[src/rtl/keypad_matrix_scanner_pkg.sv]
// Shared types and elaboration-time helpers for the keypad matrix scanner.
package keypad_matrix_scanner_pkg;

    // Key-event sequencer states
    typedef enum logic [1:0] {
        ST_IDLE   = 2'd0,
        ST_DELAY  = 2'd1,
        ST_REPEAT = 2'd2
    } scan_state_e;

    // Ceiling log2, usable in parameter expressions
    function automatic int clog2_f(input int value);
        int width;
        int span;
        width = 0;
        span  = 1;
        while (span < value) begin
            span  = span * 2;
            width = width + 1;
        end
        return width;
    endfunction

    // Width of a key code r*COLS + c (never narrower than one bit)
    function automatic int code_width_f(input int rows, input int cols);
        return (rows * cols > 1) ? clog2_f(rows * cols) : 1;
    endfunction

    function automatic int max_f(input int a, input int b);
        return (a > b) ? a : b;
    endfunction

endpackage

[src/rtl/keypad_matrix_scanner_key_fifo.sv]
// Small first-word-fall-through event queue; the head is always visible on dout_o.
module keypad_matrix_scanner_key_fifo
    import keypad_matrix_scanner_pkg::*;
#(
    parameter int DEPTH = 4,
    parameter int WIDTH = 4
) (
    input  logic             clk,
    input  logic             rst_n,
    input  logic             push_i,
    input  logic [WIDTH-1:0] din_i,
    input  logic             pop_i,
    output logic [WIDTH-1:0] dout_o,
    output logic             valid_o,
    output logic             drop_o
);

    localparam int AW = clog2_f(DEPTH);
    localparam int PW = AW + 1;

    logic [WIDTH-1:0] mem_q [DEPTH];
    logic [PW-1:0]    wr_ptr_q, wr_ptr_d;
    logic [PW-1:0]    rd_ptr_q, rd_ptr_d;
    logic             empty, full, do_push, do_pop;

    // Extra wrap bit distinguishes full from empty when the indices match
    assign empty   = (wr_ptr_q == rd_ptr_q);
    assign full    = (wr_ptr_q[AW] != rd_ptr_q[AW]) &&
                     (wr_ptr_q[AW-1:0] == rd_ptr_q[AW-1:0]);
    assign do_pop  = pop_i && !empty;
    // A pop in the same cycle frees a slot, so a push on full still lands
    assign do_push = push_i && (!full || do_pop);
    assign drop_o  = push_i && !do_push;
    assign valid_o = !empty;
    assign dout_o  = mem_q[rd_ptr_q[AW-1:0]];

    // Pointer advance for accepted pushes and pops
    always_comb begin
        wr_ptr_d = wr_ptr_q;
        rd_ptr_d = rd_ptr_q;
        if (do_push) wr_ptr_d = wr_ptr_q + PW'(1);
        if (do_pop)  rd_ptr_d = rd_ptr_q + PW'(1);
    end

    // Pointer registers
    always_ff @(posedge clk or negedge rst_n) begin
        if (!rst_n) begin
            wr_ptr_q <= '0;
            rd_ptr_q <= '0;
        end else begin
            wr_ptr_q <= wr_ptr_d;
            rd_ptr_q <= rd_ptr_d;
        end
    end

    // Storage; cleared on reset so the head reads as code 0 afterwards
    always_ff @(posedge clk or negedge rst_n) begin
        if (!rst_n) begin
            for (int i = 0; i < DEPTH; i++) mem_q[i] <= '0;
        end else if (do_push) begin
            mem_q[wr_ptr_q[AW-1:0]] <= din_i;
        end
    end

endmodule

[src/rtl/keypad_matrix_scanner.sv]
// Matrix keypad scanner: row strobing, whole-matrix debounce, single-key
// decode, press/auto-repeat sequencing and a small key-event queue.
module keypad_matrix_scanner
    import keypad_matrix_scanner_pkg::*;
#(
    parameter int ROWS         = 4,
    parameter int COLS         = 4,
    parameter int SCAN_DIV     = 1000,
    parameter int DEBOUNCE     = 3,
    parameter int FIFO_DEPTH   = 4,
    parameter int REPEAT_EN    = 1,
    parameter int REPEAT_DELAY = 50,
    parameter int REPEAT_RATE  = 10,
    localparam int KW          = code_width_f(ROWS, COLS)
) (
    input  logic            clk,
    input  logic            rst_n,
    input  logic [COLS-1:0] col,
    output logic [ROWS-1:0] row,
    output logic            key_valid,
    output logic [KW-1:0]   key_code,
    input  logic            key_rd,
    output logic            key_held,
    output logic            overflow,
    input  logic            clr_ovf
);

    localparam int NCELL = ROWS * COLS;
    localparam int RW    = clog2_f(ROWS);
    localparam int DW    = clog2_f(SCAN_DIV);
    localparam int SW    = clog2_f(DEBOUNCE + 1);
    localparam int CW    = clog2_f(max_f(REPEAT_DELAY, REPEAT_RATE) + 1);
    localparam bit REP_ON = (REPEAT_EN != 0);
    localparam logic [CW-1:0] DELAY_LAST = CW'(REPEAT_DELAY - 1);
    localparam logic [CW-1:0] RATE_LAST  = CW'(REPEAT_RATE - 1);

    // Scan state
    logic             run_q, run_d;
    logic [RW-1:0]    row_idx_q, row_idx_d;
    logic [DW-1:0]    dwell_q, dwell_d;
    logic [NCELL-1:0] snap_q, snap_d;
    logic             last_dwell, last_row, scan_done;

    // Debounce state
    logic [NCELL-1:0] prev_q, prev_d;
    logic [NCELL-1:0] stable_q, stable_d;
    logic [SW-1:0]    stable_cnt_q, stable_cnt_d;
    logic             tick_q;

    // Decode
    logic [1:0]       ones;
    logic [KW-1:0]    dec_code;
    logic             single, same_key;

    // Event sequencer
    scan_state_e      state_q, state_d;
    logic [CW-1:0]    rcnt_q, rcnt_d;
    logic [KW-1:0]    held_code_q, held_code_d;
    logic             push;

    // Queue and overflow
    logic             drop;
    logic             ovf_q, ovf_d;

    assign last_dwell = run_q && (dwell_q == DW'(SCAN_DIV - 1));
    assign last_row   = (row_idx_q == RW'(ROWS - 1));
    assign scan_done  = last_dwell && last_row;

    // Per-row drive and snapshot capture on the last dwell cycle of that row
    for (genvar gi = 0; gi < ROWS; gi++) begin : g_row
        assign row[gi] = ~(run_q && (row_idx_q == RW'(gi)));
        assign snap_d[gi*COLS +: COLS] = (last_dwell && (row_idx_q == RW'(gi))) ?
                                         ~col : snap_q[gi*COLS +: COLS];
    end

    // Dwell counter and row index; rows stay released until the first cycle after reset
    always_comb begin
        run_d     = 1'b1;
        row_idx_d = row_idx_q;
        dwell_d   = dwell_q;
        if (run_q) begin
            if (last_dwell) begin
                dwell_d   = '0;
                row_idx_d = last_row ? '0 : row_idx_q + RW'(1);
            end else begin
                dwell_d = dwell_q + DW'(1);
            end
        end
    end

    // Debounce: count consecutive identical full scans, including the row just sampled
    always_comb begin
        prev_d       = prev_q;
        stable_d     = stable_q;
        stable_cnt_d = stable_cnt_q;
        if (scan_done) begin
            if (snap_d == prev_q) begin
                if (stable_cnt_q != SW'(DEBOUNCE)) stable_cnt_d = stable_cnt_q + SW'(1);
            end else begin
                stable_cnt_d = SW'(1);
            end
            prev_d = snap_d;
            if (stable_cnt_d == SW'(DEBOUNCE)) stable_d = snap_d;
        end
    end

    // Scan and debounce registers; tick_q lets the sequencer see the updated snapshot
    always_ff @(posedge clk or negedge rst_n) begin
        if (!rst_n) begin
            run_q        <= 1'b0;
            row_idx_q    <= '0;
            dwell_q      <= '0;
            snap_q       <= '0;
            prev_q       <= '0;
            stable_q     <= '0;
            stable_cnt_q <= '0;
            tick_q       <= 1'b0;
        end else begin
            run_q        <= run_d;
            row_idx_q    <= row_idx_d;
            dwell_q      <= dwell_d;
            snap_q       <= snap_d;
            prev_q       <= prev_d;
            stable_q     <= stable_d;
            stable_cnt_q <= stable_cnt_d;
            tick_q       <= scan_done;
        end
    end

    // Single-key decode; two or more closed switches (ghosting) decode as no key
    always_comb begin
        ones     = 2'd0;
        dec_code = '0;
        for (int i = 0; i < NCELL; i++) begin
            if (stable_q[i]) begin
                if (ones != 2'd2) ones = ones + 2'd1;
                dec_code = KW'(i);
            end
        end
    end

    assign single   = (ones == 2'd1);
    assign same_key = single && (dec_code == held_code_q);
    assign key_held = single;

    // Sequencer state register
    always_ff @(posedge clk or negedge rst_n) begin
        if (!rst_n) begin
            state_q     <= ST_IDLE;
            rcnt_q      <= '0;
            held_code_q <= '0;
        end else begin
            state_q     <= state_d;
            rcnt_q      <= rcnt_d;
            held_code_q <= held_code_d;
        end
    end

    // Sequencer next state, evaluated once per completed scan
    always_comb begin
        state_d     = state_q;
        rcnt_d      = rcnt_q;
        held_code_d = held_code_q;
        if (tick_q) begin
            case (state_q)
                ST_IDLE: begin
                    if (single) begin
                        state_d     = ST_DELAY;
                        rcnt_d      = '0;
                        held_code_d = dec_code;
                    end
                end
                ST_DELAY: begin
                    if (!same_key) begin
                        state_d = ST_IDLE;
                    end else if (rcnt_q == DELAY_LAST) begin
                        // Without repeat the counter parks here until release
                        if (REP_ON) begin
                            state_d = ST_REPEAT;
                            rcnt_d  = '0;
                        end
                    end else begin
                        rcnt_d = rcnt_q + CW'(1);
                    end
                end
                ST_REPEAT: begin
                    if (!same_key) begin
                        state_d = ST_IDLE;
                    end else if (rcnt_q == RATE_LAST) begin
                        rcnt_d = '0;
                    end else begin
                        rcnt_d = rcnt_q + CW'(1);
                    end
                end
                default: state_d = ST_IDLE;
            endcase
        end
    end

    // Sequencer outputs: event push for press and repeat instants
    always_comb begin
        push = 1'b0;
        if (tick_q) begin
            case (state_q)
                ST_IDLE:   push = single;
                ST_DELAY:  push = REP_ON && same_key && (rcnt_q == DELAY_LAST);
                ST_REPEAT: push = same_key && (rcnt_q == RATE_LAST);
                default:   push = 1'b0;
            endcase
        end
    end

    keypad_matrix_scanner_key_fifo #(
        .DEPTH (FIFO_DEPTH),
        .WIDTH (KW)
    ) u_fifo (
        .clk     (clk),
        .rst_n   (rst_n),
        .push_i  (push),
        .din_i   (dec_code),
        .pop_i   (key_rd),
        .dout_o  (key_code),
        .valid_o (key_valid),
        .drop_o  (drop)
    );

    // Sticky overflow; a drop in the same cycle as a clear keeps it set
    always_comb begin
        ovf_d = ovf_q;
        if (clr_ovf) ovf_d = 1'b0;
        if (drop)    ovf_d = 1'b1;
    end

    // Overflow register
    always_ff @(posedge clk or negedge rst_n) begin
        if (!rst_n) ovf_q <= 1'b0;
        else        ovf_q <= ovf_d;
    end

    assign overflow = ovf_q;

endmodule

[config.mk]
export PLATFORM = sky130hd
export DESIGN_NAME = keypad_matrix_scanner
export DESIGN_NICKNAME = d
export VERILOG_FILES = /design/src/rtl/keypad_matrix_scanner_pkg.sv /design/src/rtl/keypad_matrix_scanner_key_fifo.sv /design/src/rtl/keypad_matrix_scanner.sv
export SDC_FILE = /design/constraint.sdc
export NUM_CORES = 1
export LEC_CHECK = 0
export ABC_AREA = 1
export BUFFER_PORTS_ARGS = -buffer_cell sky130_fd_sc_hd__buf_2
export CAP_MARGIN = 10
export CORE_MARGIN = 2
export CORE_UTILIZATION = 57
export DETAILED_ROUTE_END_ITERATION = 16
export GPL_TIMING_DRIVEN = 0
export PLACE_DENSITY_LB_ADDON = 0.12
export SLEW_MARGIN = 20
export SYNTH_ARGS = -nofsm -noshare
export SYNTH_HDL_FRONTEND = slang
export SYNTH_SLANG_ARGS = --single-unit
[constraint.sdc]
create_clock -name clk -period 4.6 [get_ports clk]
set_input_delay 0.92 -clock clk [delete_from_list [all_inputs] [get_ports clk]]
set_output_delay 0.92 -clock clk [all_outputs]
set_load 0.02 [all_outputs]
---- Word-level counts from Yosys, hierarchy flattened ----
Cells that the tools add are included.
storage, ports and cells
  output and inout bits ................... 11
  register bits after elaboration ......... 99
  input bits .............................. 8
  word-level logic and storage cells ...... 191
operators by class
  multiplexer cells ....................... 76
  eq/ne operators ......................... 36
  $lt $le $gt $ge ......................... 3
  $add $sub $neg .......................... 21
  bitwise operators ....................... 7
  reduce and logical (&&, ||, !) cells .... 30
operator list
  cell                                                                   count
  4-bit 2-to-1 mux                                                       21
  2-bit 2-to-1 mux                                                       38
  2-bit inequality test, second input constant                           20
  2-bit by 1-bit adder with 2-bit output, second input constant          17
  6-bit 2-to-1 mux                                                       5
  6-bit one-hot mux with 3 select lines                                  1
  1-bit logical AND                                                      17
  16-bit bitwise mux                                                     1
  16-bit equality test                                                   1
  10-bit by 1-bit adder with 10-bit output, second input constant        1
  10-bit equality test, second input constant                            1
  10-bit 2-to-1 mux                                                      1
  4-bit binary-select mux with 2-bit select                              1
  4-bit demux with 2-bit select                                          1
  2-bit equality test, second input constant                             4
  3-bit by 1-bit adder with 3-bit output, second input constant          2
  6-bit by 1-bit adder with 6-bit output, second input constant          1
  2-bit by 1-bit equality test with 1-bit output, second input constant  3
  6-bit by 4-bit equality test with 1-bit output, second input constant  1
  6-bit equality test, second input constant                             1
  3-bit greater-or-equal comparator, second input constant               2
  2-bit NOT with 3-bit output                                            2
  2-bit one-hot mux with 3 select lines                                  1
  1-bit 2-to-1 mux                                                       5
  other kinds (18)                                                       25

---- Logic depth before layout (Yosys ltp) ----
  depth in word-level cells ............... 55
  gate-level depth with buffers ........... 52
  gate-level depth less buffers ........... 52

---- Cells and area by module ----
Synthesis repeated with hierarchy kept, for this count alone.
second synthesis, totals
  cell total of the unflattened synthesis .. 860
  area total of the unflattened synthesis .. 6308.6 um^2
by module, submodules not included
  module                          times used  area each (um^2)  seq. area each (um^2)  cells an instance
  keypad_matrix_scanner           1           5126.2            1926.8                 714
  keypad_matrix_scanner_key_fifo  1           1182.4            550.5                  146

---- Worst setup path after synthesis ----
No wires, ideal clock.
  kind .................................... register to output
  start point ............................. register stable_q[0]
  end point ............................... output port key_held
  buffers on the path ..................... 0
  data required time ...................... 3680 ps
  path slack .............................. -384 ps
  arrival ................................. 4064 ps
  cell stages (with the launch flop) ...... 44
  cell sequence ........................... dfrtp_1 inv_1 ha_1 inv_1 nand2_4 nand2_1 nand2_1 nand2_2 nand3_1 nand3_2 nand2_2 o21ai_2 nand2_2 nand2_1 nand2_2 inv_2 nand2_2 nand2_2 [... 8 more ...] inv_2 nor2_2 nand2_1 nand2_1 nand3_1 nand2_1 nand3_1 nand2_1 nand2_1 nand2_1 nand2_1 nand2_1 inv_1 ha_1 or2_2 nand2_4 nand2_4 inv_2
between the ends
  cells in the longest elaborated chain, start to end .. 47
  elaborated cells between the ends (all ways) .. 62
  those cells by class .................... 15 x add/sub; 16 x eq/ne; 31 x mux
ends and longest elaborated chain
  what                                                                             line                          RTL
  from (decl)                                                                      keypad_matrix_scanner.sv:46   logic [NCELL-1:0] stable_q, stable_d;
  from (signal assigned)                                                           keypad_matrix_scanner.sv:124  stable_q <= stable_d;
  1-bit 2-to-1 mux (*)                                                             keypad_matrix_scanner.sv:135  if (stable_q[i]) begin
  2-bit by 1-bit adder with 2-bit output or 2-bit inequality test (tied branches)  keypad_matrix_scanner.sv:136  if (ones != 2'd2) ones = ones + 2'd1;
  2-bit 2-to-1 mux                                                                 keypad_matrix_scanner.sv:136
  2-bit 2-to-1 mux (*)                                                             keypad_matrix_scanner.sv:135
  2-bit by 1-bit adder with 2-bit output or 2-bit inequality test (tied branches)  keypad_matrix_scanner.sv:136
  2-bit 2-to-1 mux                                                                 keypad_matrix_scanner.sv:136
  2-bit 2-to-1 mux (*)                                                             keypad_matrix_scanner.sv:135
  2-bit by 1-bit adder with 2-bit output or 2-bit inequality test (tied branches)  keypad_matrix_scanner.sv:136
  [... 31 more ...]                                                                --
  2-bit 2-to-1 mux (*)                                                             keypad_matrix_scanner.sv:135
  2-bit by 1-bit adder with 2-bit output or 2-bit inequality test (tied branches)  keypad_matrix_scanner.sv:136
  2-bit 2-to-1 mux                                                                 keypad_matrix_scanner.sv:136
  2-bit 2-to-1 mux (*)                                                             keypad_matrix_scanner.sv:135
  2-bit by 1-bit adder with 2-bit output or 2-bit inequality test (tied branches)  keypad_matrix_scanner.sv:136
  2-bit 2-to-1 mux                                                                 keypad_matrix_scanner.sv:136
  2-bit 2-to-1 mux (*)                                                             keypad_matrix_scanner.sv:135
  2-bit by 1-bit equality test with 1-bit output (*)                               keypad_matrix_scanner.sv:142  assign single = (ones == 2'd1);
  to (decl)                                                                        keypad_matrix_scanner.sv:23   output logic key_held,
Mark *: on every way between the ends. The rest lies on a longest branch, timed or not.

---- Final worst setup path ----
Ends and elaborated chain as after synthesis.

==> qor.txt <==
Status: finished, violations left
Failing checks: negative setup slack
DIE WIDTH: 108 um
Vias in the first global route: 5,522
First DRT Iteration DRCs: 371
Layout area overhead: 20.9%
DRC: 0
Layout fillers: 797
Max-cap violations: 0
Ant diodes: 0
Via count: 5,683
H-tree levels: 3
Setup CP Type: register to output pin
Cell variety after synth: 40
Clock Latency Late Sink: 0.39 ns
Final hold viol count: 0
Sequential share of the synthesized area: 40.3%
Initial Utilization: 59.1%
Multi-input logic area: 3750 um2
#FFs+latches synth: 99
Crit share post-route: 126%
Largest net degree at the start of global routing: 69
Row count: 37
Predominant post-synthesis flop cell: dfrtp_1
Die span in y: 108 um
Post-Syn Nets: 855
Vias/cell: 5.57
Number of port buffers: 18
Fmax: 172 MHz
Max incr delay on CP: 0.42 ns
GRT Resource Usage Total: 27.0%
Worst setup margin: -1.22 ns
Mapped Area: 6150 um2
Syn Inst Count: 826
Syn Area/Cell: 7.45 um2
Core Area: 10,400 um2
Root Driver: clkbuf_8
First-pass GRT wire length: 25.2 mm
Most frequent cells in the layout: nand2_1 (196), dfrtp_1 (99), nand2_2 (79)
Commonest non-fill, non-tap cell in the layout: nand2_1
Crit path max fanout: 4
RSZ-0062 raised after global routing: yes
CTS Buf Count: 9
Worst min path class: input pin to async pin
Final setup viols: 33
Die area: 11,600 um2
Synth warn: 0
Max Slew Vio Count: 0
Initial antenna violation count: 0
Fraction of layout cells with a size suffix above 1: 28.4%
Total gr overflow: 0
Critical Path Sink Type: output pin
Critical path startpoint category: register
Slew @ Worst Pin: 1.18 ns
Async S/R FF share, synth: 100%
Worst Skew: 0.0108 ns
Lkg Pwr: 0.00365 uW
Max VDD drop: 0.000284 V
Sequential Area: 2480 um2
Placed wire-length estimate: 9.78 mm
Setup WS pre-CTS: -0.829 ns
Clk sinks: 99
Routability cong.: 0.874
Slew headroom: 20.6%
Most used cell along the critical path: nand2_2
Max clock buf depth: 2
Drt pass-1 iters: 5
Slowest CP cell: dfrtp_1
Final min period: 5.82 ns
ANT nets after route: 0
Hold buffers post-CTS: 0
CP required: 3.68 ns
TNS Setup: -21.54 ns
Nets: 908
Clk slew on worst S/H paths: 0.10 ns
WP data arrival: 4.90 ns
PwrDens: 258 nW/um2
Top Ports: 19
Per-cell routed wire length: 14.4 um
Total Wirelength: 14.7 mm
TritonCTS clock tree: done
Number of synthesized flops with an enable pin: 0
## worst max-delay path: cells and delay by family (launching register included)
family / cells / cell delay [ns]
buffers and inverters: 7 / 0.58
flip-flops: 1 / 0.42
adder cells (fa/ha/maj): 2 / 0.40
AND/OR/NAND/NOR: 34 / 2.96
AO/OA/AOI/OAI: 1 / 0.18
## logic make-up after synthesis
family | Yosys count | share of synthesized area (%)
AOI/OAI and AO/OA | 110 | 9.80
xor gates and xnor gates | 27 | 3.84
adders and majority gates | 21 | 4.27
buffers and inverters | 108 | 7.12
DFF | 99 | 40.3
muxes | 4 | 0.732
other | 1 | 0.0609
and+or+nand+nor | 456 | 33.9
## layer usage
metal  global-route usage [%]  routed length (um)  part of all wire [%]
met5                        0                   0                     0
met4                     10.5                 444                   3.0
met3                     4.48                 548                   3.7
met2                     45.6                7260                    49
met1                     34.8                6430                    44
## sequential cells by signal, indices dropped and copies added, names as in the netlist
register,flops
rcnt_q,6
held_code_q,4
u_fifo.mem_q,16
u_fifo.rd_ptr_q,3
tick_q,1
stable_cnt_q,2
dwell_q,10
snap_q,16
row_idx_q,2
u_fifo.wr_ptr_q,3
prev_q,16
state_q,2
run_q,1
stable_q,16
overflow,1
## synthesized netlist by cell type (all sizes together) (8+ instances only)
cell | instances | area [um2]
a21oi | 24 | 143
buf | 8 | 57.6
clkbuf | 11 | 43.8
dfrtp | 99 | 2480
ha | 21 | 263
inv | 87 | 329
nand2 | 292 | 1200
nand3 | 60 | 343
nand4 | 35 | 225
nor2 | 48 | 198
nor3 | 9 | 45.0
o21ai | 78 | 405
xnor2 | 12 | 105
xor2 | 15 | 131
## final timing paths
path / cells past startpoint / startpoint / slack (ns) / endpoint
max: 44 / stable_q[0] / -1.22 / key_held
min: 1 / rst_n / 0.41 / stable_q[6]
max reg2reg: 48 / stable_q[0] / -0.75 / u_fifo.mem_q[1]
min reg2reg: 1 / dwell_q[9] / 0.48 / dwell_q[9]
max in group asynchronous: 2 / rst_n / 3.57 / dwell_q[2]
min in group clk: 1 / dwell_q[9] / 0.48 / dwell_q[9]
## through the flow
| stage | hold WS [ns] | area (um2) | cells | power [uW] | utilization (%) |
|---|---|---|---|---|---|
| finish | 0.410 | 7440 | 1020 | 1920 | 71.4 |
| global route | 0.419 | 7440 | 1020 | 2010 | 71.4 |
| CTS | 0.404 | 7320 | 1020 | 1940 | 70.2 |
| detailed placement | 0.462 | 6480 | 981 | 1250 | 62.2 |
| global placement | 0.449 | 6440 | 980 | 1230 | 61.9 |
| floorplan | 0.433 | 6180 | 826 | 1150 | - |
## final cells by class
type                    instances  area share, %
plain buffers                  19           1.36
multi-input cells             619           50.4
clock inverters                 7           1.65
repair buffers                 42           4.77
flip-flops and latches         99           33.3
well taps                     136           2.29
clock buffers                   9           1.66
inverters                      89           4.57
## where the power goes
part	internal (uW)	switching (uW)	total, uW
sequential	908	35.1	943
clock	365	323	687
combinational	96.4	192	289
total	1370	550	1920
## repair_timing
action                     in CTS  in global routing
resized for setup             106                 43
setup buffers                  21                  8
pin swaps                      62                 61
hold endpoints to repair        0                  0
setup endpoints to repair      33                 33
gates cloned                    2                  0
(Power assumes the default switching activity.)
